$ cat src/rtl/mem_access_if.sv
// Request, response and data-memory signals of the load/store unit.
// The unit uses the slave modport; the execute stage and memory use master.
interface mem_access_if;
    logic        req_valid;
    logic        req_ready;
    logic        req_we;
    logic [1:0]  req_size;
    logic        req_unsigned;
    logic [31:0] req_addr;
    logic [31:0] req_wdata;
    logic [4:0]  req_rd;

    logic [11:0] dm_addr;
    logic [3:0]  dm_be;
    logic [31:0] dm_din;
    logic        dm_we;
    logic [31:0] dm_dout;

    logic        rsp_valid;
    logic        rsp_ready;
    logic [31:0] rsp_rdata;
    logic [4:0]  rsp_rd;
    logic        rsp_is_load;
    logic        rsp_exc;
    logic [4:0]  rsp_exc_code;
    logic [31:0] rsp_badvaddr;

    modport slave (
        input  req_valid, req_we, req_size, req_unsigned, req_addr, req_wdata, req_rd,
        input  dm_dout, rsp_ready,
        output req_ready, dm_addr, dm_be, dm_din, dm_we,
        output rsp_valid, rsp_rdata, rsp_rd, rsp_is_load, rsp_exc, rsp_exc_code, rsp_badvaddr
    );

    modport master (
        output req_valid, req_we, req_size, req_unsigned, req_addr, req_wdata, req_rd,
        output dm_dout, rsp_ready,
        input  req_ready, dm_addr, dm_be, dm_din, dm_we,
        input  rsp_valid, rsp_rdata, rsp_rd, rsp_is_load, rsp_exc, rsp_exc_code, rsp_badvaddr
    );
endinterface

$ cat src/rtl/mem_access_unit.sv
// Load/store unit: one request at a time, alignment/range checking, a single
// registered memory access cycle and an extended response held until accepted.
module mem_access_unit (
    input  logic         clk,
    input  logic         rst,
    mem_access_if.slave  bus
);

    typedef enum logic [1:0] {
        IDLE   = 2'd0,
        ACCESS = 2'd1,
        RESP   = 2'd2
    } state_t;

    state_t      state, state_nxt;
    logic        accept;
    logic        misaligned;
    logic        out_of_range;
    logic        illegal;
    logic        lat_we;
    logic        lat_uns;
    logic [1:0]  lat_size;

    function automatic logic is_misaligned(input logic [1:0] size, input logic [1:0] lane);
        logic mis;
        case (size)
            2'b00:   mis = 1'b0;
            2'b01:   mis = lane[0];
            2'b10:   mis = (lane != 2'b00);
            default: mis = 1'b1;
        endcase
        return mis;
    endfunction

    function automatic logic [3:0] byte_enables(input logic [1:0] size, input logic [1:0] lane);
        logic [3:0] be;
        case (size)
            2'b00:   be = 4'b0001 << lane;
            2'b01:   be = lane[1] ? 4'b1100 : 4'b0011;
            default: be = 4'b1111;
        endcase
        return be;
    endfunction

    function automatic logic [31:0] replicate(input logic [1:0] size, input logic [31:0] wdata);
        logic [31:0] d;
        case (size)
            2'b00:   d = {4{wdata[7:0]}};
            2'b01:   d = {2{wdata[15:0]}};
            default: d = wdata;
        endcase
        return d;
    endfunction

    // The memory returns the selected lane right-justified, so only the
    // width and signedness matter here, not the byte offset.
    function automatic logic [31:0] extend_load(input logic [1:0] size, input logic uns,
                                                input logic [31:0] dout);
        logic signed [7:0]  b;
        logic signed [15:0] h;
        logic signed [31:0] s;
        b = dout[7:0];
        h = dout[15:0];
        case (size)
            2'b00: begin
                s = b;
                extend_load = uns ? {24'h0, dout[7:0]} : s;
            end
            2'b01: begin
                s = h;
                extend_load = uns ? {16'h0, dout[15:0]} : s;
            end
            default: extend_load = dout;
        endcase
    endfunction

    assign misaligned   = is_misaligned(bus.req_size, bus.req_addr[1:0]);
    assign out_of_range = (bus.req_addr[31:14] != 18'h0) || (bus.req_addr[13:2] >= 12'd3072);
    assign illegal      = misaligned || out_of_range;
    assign accept       = bus.req_valid && bus.req_ready;

    always_ff @(posedge clk or posedge rst) begin
        if (rst) begin
            state <= IDLE;
        end else begin
            state <= state_nxt;
        end
    end

    always_comb begin
        state_nxt     = state;
        bus.req_ready = 1'b0;
        bus.rsp_valid = 1'b0;
        case (state)
            IDLE: begin
                bus.req_ready = !rst;
                if (bus.req_valid && !rst) begin
                    state_nxt = illegal ? RESP : ACCESS;
                end
            end
            ACCESS: begin
                state_nxt = RESP;
            end
            RESP: begin
                bus.rsp_valid = 1'b1;
                if (bus.rsp_ready) begin
                    state_nxt = IDLE;
                end
            end
            default: state_nxt = IDLE;
        endcase
    end

    always_ff @(posedge clk) begin
        if (accept) begin
            lat_we   <= bus.req_we;
            lat_uns  <= bus.req_unsigned;
            lat_size <= bus.req_size;
        end
    end

    // Memory strobes are pulsed for exactly the ACCESS cycle; address and
    // data hold their last values so the memory inputs never glitch.
    always_ff @(posedge clk or posedge rst) begin
        if (rst) begin
            bus.dm_addr      <= 12'h0;
            bus.dm_be        <= 4'h0;
            bus.dm_din       <= 32'h0;
            bus.dm_we        <= 1'b0;
            bus.rsp_rdata    <= 32'h0;
            bus.rsp_rd       <= 5'h0;
            bus.rsp_is_load  <= 1'b0;
            bus.rsp_exc      <= 1'b0;
            bus.rsp_exc_code <= 5'h0;
            bus.rsp_badvaddr <= 32'h0;
        end else begin
            bus.dm_we <= 1'b0;
            bus.dm_be <= 4'h0;
            if (accept) begin
                bus.rsp_rd      <= bus.req_rd;
                bus.rsp_is_load <= ~bus.req_we;
                if (illegal) begin
                    bus.rsp_exc      <= 1'b1;
                    bus.rsp_exc_code <= misaligned ? (bus.req_we ? 5'd5 : 5'd4) : 5'd7;
                    bus.rsp_badvaddr <= bus.req_addr;
                    bus.rsp_rdata    <= 32'h0;
                end else begin
                    bus.dm_addr <= bus.req_addr[13:2];
                    bus.dm_be   <= byte_enables(bus.req_size, bus.req_addr[1:0]);
                    bus.dm_din  <= replicate(bus.req_size, bus.req_wdata);
                    bus.dm_we   <= bus.req_we;
                end
            end
            if (state == ACCESS) begin
                bus.rsp_rdata    <= lat_we ? 32'h0 : extend_load(lat_size, lat_uns, bus.dm_dout);
                bus.rsp_exc      <= 1'b0;
                bus.rsp_exc_code <= 5'h0;
                bus.rsp_badvaddr <= 32'h0;
            end
        end
    end

endmodule
$ cat src/flat_wrapper.sv
// flat-port wrapper written by rule: the top's interface ports become plain ports
module mem_access_unit_flat 
  (clk, rst, bus_req_valid, bus_req_we, bus_req_size, bus_req_unsigned, bus_req_addr, bus_req_wdata, bus_req_rd, bus_dm_dout, bus_rsp_ready, bus_req_ready, bus_dm_addr, bus_dm_be, bus_dm_din, bus_dm_we, bus_rsp_valid, bus_rsp_rdata, bus_rsp_rd, bus_rsp_is_load, bus_rsp_exc, bus_rsp_exc_code, bus_rsp_badvaddr);
  mem_access_if bus_i ();
  input  logic clk;
  input  logic rst;
  input wire logic [$bits(bus_i.req_valid)-1:0] bus_req_valid;
  input wire logic [$bits(bus_i.req_we)-1:0] bus_req_we;
  input wire logic [$bits(bus_i.req_size)-1:0] bus_req_size;
  input wire logic [$bits(bus_i.req_unsigned)-1:0] bus_req_unsigned;
  input wire logic [$bits(bus_i.req_addr)-1:0] bus_req_addr;
  input wire logic [$bits(bus_i.req_wdata)-1:0] bus_req_wdata;
  input wire logic [$bits(bus_i.req_rd)-1:0] bus_req_rd;
  input wire logic [$bits(bus_i.dm_dout)-1:0] bus_dm_dout;
  input wire logic [$bits(bus_i.rsp_ready)-1:0] bus_rsp_ready;
  output wire logic [$bits(bus_i.req_ready)-1:0] bus_req_ready;
  output wire logic [$bits(bus_i.dm_addr)-1:0] bus_dm_addr;
  output wire logic [$bits(bus_i.dm_be)-1:0] bus_dm_be;
  output wire logic [$bits(bus_i.dm_din)-1:0] bus_dm_din;
  output wire logic [$bits(bus_i.dm_we)-1:0] bus_dm_we;
  output wire logic [$bits(bus_i.rsp_valid)-1:0] bus_rsp_valid;
  output wire logic [$bits(bus_i.rsp_rdata)-1:0] bus_rsp_rdata;
  output wire logic [$bits(bus_i.rsp_rd)-1:0] bus_rsp_rd;
  output wire logic [$bits(bus_i.rsp_is_load)-1:0] bus_rsp_is_load;
  output wire logic [$bits(bus_i.rsp_exc)-1:0] bus_rsp_exc;
  output wire logic [$bits(bus_i.rsp_exc_code)-1:0] bus_rsp_exc_code;
  output wire logic [$bits(bus_i.rsp_badvaddr)-1:0] bus_rsp_badvaddr;
  assign bus_i.req_valid = bus_req_valid;
  assign bus_i.req_we = bus_req_we;
  assign bus_i.req_size = bus_req_size;
  assign bus_i.req_unsigned = bus_req_unsigned;
  assign bus_i.req_addr = bus_req_addr;
  assign bus_i.req_wdata = bus_req_wdata;
  assign bus_i.req_rd = bus_req_rd;
  assign bus_i.dm_dout = bus_dm_dout;
  assign bus_i.rsp_ready = bus_rsp_ready;
  assign bus_req_ready = bus_i.req_ready;
  assign bus_dm_addr = bus_i.dm_addr;
  assign bus_dm_be = bus_i.dm_be;
  assign bus_dm_din = bus_i.dm_din;
  assign bus_dm_we = bus_i.dm_we;
  assign bus_rsp_valid = bus_i.rsp_valid;
  assign bus_rsp_rdata = bus_i.rsp_rdata;
  assign bus_rsp_rd = bus_i.rsp_rd;
  assign bus_rsp_is_load = bus_i.rsp_is_load;
  assign bus_rsp_exc = bus_i.rsp_exc;
  assign bus_rsp_exc_code = bus_i.rsp_exc_code;
  assign bus_rsp_badvaddr = bus_i.rsp_badvaddr;
  mem_access_unit u_core (.clk(clk), .rst(rst), .bus(bus_i));
endmodule
$ cat config.mk
export PLATFORM = sky130hd
export DESIGN_NAME = mem_access_unit_flat
export DESIGN_NICKNAME = d
export VERILOG_FILES = /design/src/rtl/mem_access_if.sv /design/src/rtl/mem_access_unit.sv /design/src/flat_wrapper.sv
export SDC_FILE = /design/constraint.sdc
export NUM_CORES = 1
export LEC_CHECK = 0
export CORE_MARGIN = 8
export CORE_UTILIZATION = 30
export CTS_CLUSTER_DIAMETER = 50
export DETAILED_ROUTE_END_ITERATION = 16
export SKIP_LAST_GASP = 1
export SLEW_MARGIN = 0
export SYNTH_ARGS = -nofsm -noshare
export SYNTH_HDL_FRONTEND = slang
export SYNTH_SLANG_ARGS = --single-unit
$ cat constraint.sdc
create_clock -name clk -period 4.31 [get_ports clk]
set_clock_uncertainty 0.1 [all_clocks]
set_input_delay 0.862 -clock clk [delete_from_list [all_inputs] [get_ports clk]]
set_output_delay 0.862 -clock clk [all_outputs]
set_load 0.005 [all_outputs]
# Word level (Yosys, flattened, before mapping)
# Cells that the tools add are included.
[word_totals]
ff_bits = 131
output_inout_bits = 127
[classes]
reduce_logical = 15
n_mux = 32
eq_ne = 7
order_cmp = 1
shift = 1
bitwise_logic = 2
[op_table]
columns = ["operator", "n"]
rows = [
  ["32-bit 2-to-1 mux", 9],
  ["32-bit one-hot mux with 2 select lines", 2],
  ["5-bit 2-to-1 mux", 4],
  ["18-bit nonzero test", 1],
  ["12-bit >= comparator (second input constant)", 1],
  ["4-bit 2-to-1 mux", 3],
  ["1-bit 2-to-1 mux", 8],
  ["4-bit one-hot mux with 2 select lines", 1],
  ["2-bit by 1-bit == test with 1-bit output (second input constant)", 3],
  ["2-bit zero test", 3],
  ["2-bit 2-to-1 mux", 3],
  ["2-bit one-hot mux with 3 select lines", 1],
  ["2-bit AND reduction", 3],
  ["2-bit nonzero test", 3],
  ["2-bit == test (second input constant)", 2],
  ["1-bit by 2-bit left shift with 4-bit output (first input constant)", 1],
  ["1-bit one-hot mux with 3 select lines", 1],
  ["1-bit logical AND", 2],
  ["1-bit logical OR", 2],
  ["2-bit by 1-bit inequality test with 1-bit output (second input constant)", 1],
  ["2-bit inequality test (second input constant)", 1],
  ["1-bit inverter", 2],
  ["1-bit zero test", 1],
]

# Logic depth before layout (Yosys ltp)
[logic_depth]
depth_word = 6
mapped_depth = 7
ltp_nobuf = 4

# Worst setup path after synthesis
# OpenSTA, ideal clock, no wires.
[synth_path]
path_kind = "input to register"
from = "input rst"
to = "register u_core.bus.dm_addr[10]"
slack_ns = 2.009
setup_ns = 0.125
path_buffers = 3
path_stages = 7
arrival_time_ns = 2.076
cell_sequence = "nand2b_1 -> nor3_2 -> buf_2 -> and3_1 -> buf_6 -> buf_6 -> mux2_4"
[synth_between]
elab_chain_len = 4
[synth_lines]
columns = ["element", "line", "rtl"]
rows = [
  ["start: declaration", "flat_wrapper.sv:6", "input logic rst;"],
  ["1-bit zero test (no line)", "-", ""],
  ["1-bit 2-to-1 mux", "mem_access_unit.sv:94", "case (state)"],
  ["1-bit logical AND", "mem_access_unit.sv:80", "assign accept = bus.req_valid && bus.req_ready;"],
  ["2-bit AND reduction (no line)", "-", ""],
  ["end signal: assignment", "mem_access_unit.sv:148", "bus.dm_addr <= bus.req_addr[13:2];"],
  ["end: declaration", "mem_access_if.sv:31", "output req_ready, dm_addr, dm_be, dm_din, dm_we,"],
]
# Every way passes these cells.
# A chain may end at the register's enable or synchronous reset.

# Worst setup path in the final report
[layout_path]
from = "input rst"
to = "output bus_req_ready"
[layout_between]
elab_chain_len = 2
[layout_lines]
columns = ["element", "line", "rtl"]
rows = [
  ["1-bit zero test (no line)", "-", ""],
  ["1-bit 2-to-1 mux", "mem_access_unit.sv:94", ""],
  ["end: declaration", "flat_wrapper.sv:16", "output wire logic [$bits(bus_i.req_ready)-1:0] bus_req_ready;"],
]
# Every way passes these cells.

==> results by group <==
Status
  – Status: finished, final reports clean

Run
  – Max cap viols: 0

STA
  – Final Hold Viols: 0
  – RSZ-0062 raised after global routing: false
  – Tmin final: ~3.0 ns
  – F_max: 332 MHz
  – Endpoints failing setup: 0
  – Setup TNS: 0 ns
  – Final Max Slew Viols: 0
  – Worst slew pin tran: roughly 1.2 ns
  – Slew HR: 0.224
  – Min Hold Slack: between 0.3 and 0.4 ns
  – Final period utilization: 0.698

Global route
  – Vias in the first global route: 4,932
  – Largest net degree at the start of global routing: 76
  – Initial antenna violation count: 0
  – Overall Global Routing Usage: 0.149
  – First-pass GRT wire length: 28.0 mm
  – Global route total overflow: 0

Placement
  – Port Buffer Count: 233
  – Routability Congestion: 0.779
  – Dpl cells: 969
  – Post-DP Area: 8360 um2
  – DP HPWL: 13.2 mm

Route
  – WL final: 18.0 mm
  – Routed vias/inst: 4.55
  – Via count: roughly 4,600
  – First DRT Iteration DRCs: 228
  – Drt pass-1 iters: 6
  – DRC errors left: 0
  – Antenna Nets Post-Route: 0
  – Routed WL per cell: 18.0 um

Cells and area
  – Post-layout util: 0.477
  – Layout cells sized above 1: 0.147
  – Final Non-Filler Cells: 1,001
  – FF+latch area: 3220 um2
  – Diode count: 0
  – Fin nets: 837
  – Layout Cell Area excl Fill: 8990 um2
  – Area Overhead vs Synth: 55.4%
  – Fill cell count: between 1,500 and 2,000
  – Multi-input logic area: 2310 um2

Clock network
  – Clock tree buffer depth: 2
  – Total CTS buffers: 17
  – CTS tree: built
  – Post-cts resize count: 0
  – Post-CTS Setup Inserts: 0
  – Clock Root Buffer: clkbuf_16
  – Register clock-pin slew on the reported worst setup and hold paths: 0.06 ns
  – Clock sinks: 128
  – H-tree Lvls: 4
  – Clock latency on the worst-skew pair: 0.41 ns
  – Hold_buf cts: 0

Die
  – Die width: 155 um
  – Die height: 155 um
  – Rows: 50
  – Initial Util: 0.307
  – Die area: approximately 24,000 um2
  – # IOs: 236
  – CORE AREA: 18,800 um2

Power and ir drop
  – Combinational fraction of design power: 0.146
  – Seq pwr share: 0.399
  – Switching Fraction: 0.226
  – Leakage power: 3.91 nW
  – Clock power share: 0.454
  – Int Pwr: 0.00260 W
  – Psw: between 0.0007 and 0.0008 W
  – Power density over cell area: 374 nW/um2
  – Worst IR drop on VDD: approximately 0.24 mV

Logic synthesis
  – Synth Warn #: 0
  – Synth cell types: 35
  – Synth Flop Type: dfrtp_1
  – Syn avg cell area: 11.5 um2
  – Synthesized instance count: 501
  – Mapped cell area: approximately 5800 um2
  – Number of flops mapped to enable cells by yosys: 4
  – Fraction of synthesis flops using an asynchronous set or reset pin: 0.969
  – Synthesis-stage register bit count: around 130
  – Sequential element share of the synthesized area: 0.557

Setup path
  – Crit path kind: in2out
  – CP Max Fanout: 3
  – Crit path launch type: input pin
  – WP data required: 3.35 ns
  – CP arrival: 2.05 ns
  – Crit path capture type: output pin

Worst hold path
  – Hold/Removal Path Class: reg2reg
power groups by stage:
stage	Clock [W]	Combinational, W	Sequential, W
2_1_floorplan	0	0.000158	0.00136
3_3_place_gp	0	0.000496	0.00136
3_5_place_dp	0	0.000501	0.00136
4_1_cts	0.00156	0.000503	0.00134
5_1_grt	0.00163	0.000534	0.00135
6_report	0.00153	0.000492	0.00134
critical path, cell delays in order:
cell and delay, ns:
clkdlybuf4s50_1 0.48, nor3_1 0.16, clkdlybuf4s50_1 0.54
state kept, by name (all words and copies together) (netlist names):
name / count
u_core.bus.rsp_is_load: 1
u_core.lat_we: 1
u_core.bus.dm_we: 1
u_core.bus.dm_addr: 12
u_core.bus.dm_din: 32
u_core.lat_uns: 1
u_core.state: 2
u_core.bus.rsp_rd: 5
u_core.bus.rsp_badvaddr: 32
u_core.lat_size: 2
u_core.bus.rsp_rdata: 32
u_core.bus.dm_be: 4
u_core.bus.rsp_exc_code: 3
synthesized netlist by cell type, types with 6 or more instances:
| library cell | number | area, um2 |
|---|---|---|
| nor2_1 | 7 | 26.3 |
| nor2b_1 | 19 | 119 |
| buf_2 | 6 | 30.0 |
| o21a_1 | 10 | 75.1 |
| o22ai_1 | 17 | 106 |
| buf_6 | 7 | 78.8 |
| mux2i_1 | 24 | 240 |
| o21ai_0 | 16 | 80.1 |
| inv_1 | 15 | 56.3 |
| o21ai_1 | 35 | 175 |
| clkbuf_1 | 19 | 71.3 |
| dfrtp_1 | 124 | 3100 |
| mux2_2 | 16 | 180 |
| mux2_4 | 44 | 661 |
| nand2_1 | 100 | 375 |
through the flow:
| stage | power, W | worst slack, ns |
|---|---|---|
| 4_1_cts | 0.00341 | 1.29 |
| 3_3_place_gp | 0.00185 | 0.961 |
| 3_5_place_dp | 0.00186 | 0.922 |
| 6_report | 0.00336 | 1.30 |
| 2_1_floorplan | 0.00152 | 0.0488 |
| 5_1_grt | 0.00352 | 1.25 |
worst paths after layout:
kind / cells after the start / startpoint / slack, ns / to
worst min register to register: 1 / u_core.bus.rsp_rd[4] / 0.38 / u_core.bus.rsp_rd[4]
max in group asynchronous: 3 / rst / 2.28 / u_core.bus.rsp_badvaddr[5]
worst max register to register: 4 / u_core.lat_size[0] / 2.01 / u_core.bus.rsp_rdata[20]
worst min-delay path: 1 / u_core.bus.rsp_rd[4] / 0.38 / u_core.bus.rsp_rd[4]
min in group asynchronous: 2 / rst / 0.97 / u_core.bus.rsp_badvaddr[21]
worst max-delay path: 3 / rst / 1.30 / bus_req_ready
logic make-up (layout without fill, tap and decap cells):
family,Yosys count,in the layout,share of synthesized area
flops,128,128,0.557
compound gates,88,88,0.0880
simple gates,143,143,0.111
buf+inv,52,291,0.0467
mux,89,89,0.197
other cells,1,2,0.000648
cell type report:
class / instances / area share
multi-input cells: 322 / 0.257
inverters: 15 / 0.00654
clock inverters: 10 / 0.0174
flip-flops and latches: 128 / 0.358
clock buffers: 22 / 0.0527
repair buffers: 244 / 0.271
well taps: 260 / 0.0362
per-layer routing:
| layer | global-route usage | vias up | part of all wire |
|---|---|---|---|
| met2 | 0.235 | 174 | 0.47 |
| met3 | 0.0670 | 20 | 0.086 |
| met4 | 0.0453 | 0 | 0.017 |
| li1 | - | 2149 | - |
| met5 | 0 | - | 0 |
| met1 | 0.178 | 2213 | 0.43 |
layout by cell type, fill, tap and decap left out, types with 9 or more instances in the layout:
cell type        synthesis  layout
nand2_1                100     100
o21a_1                  10      10
mux2_4                  44      44
o21ai_1                 35      35
o21ai_0                 16      16
inv_1                   15      14
nor2b_1                 19      19
mux2_2                  16      16
clkdlybuf4s50_1          0     233
clkbuf_16                0      17
mux2i_1                 24      24
buf_4                    4       9
dfrtp_1                124     124
o22ai_1                 17      17
Note: power is estimated with default switching activity, not from simulation.
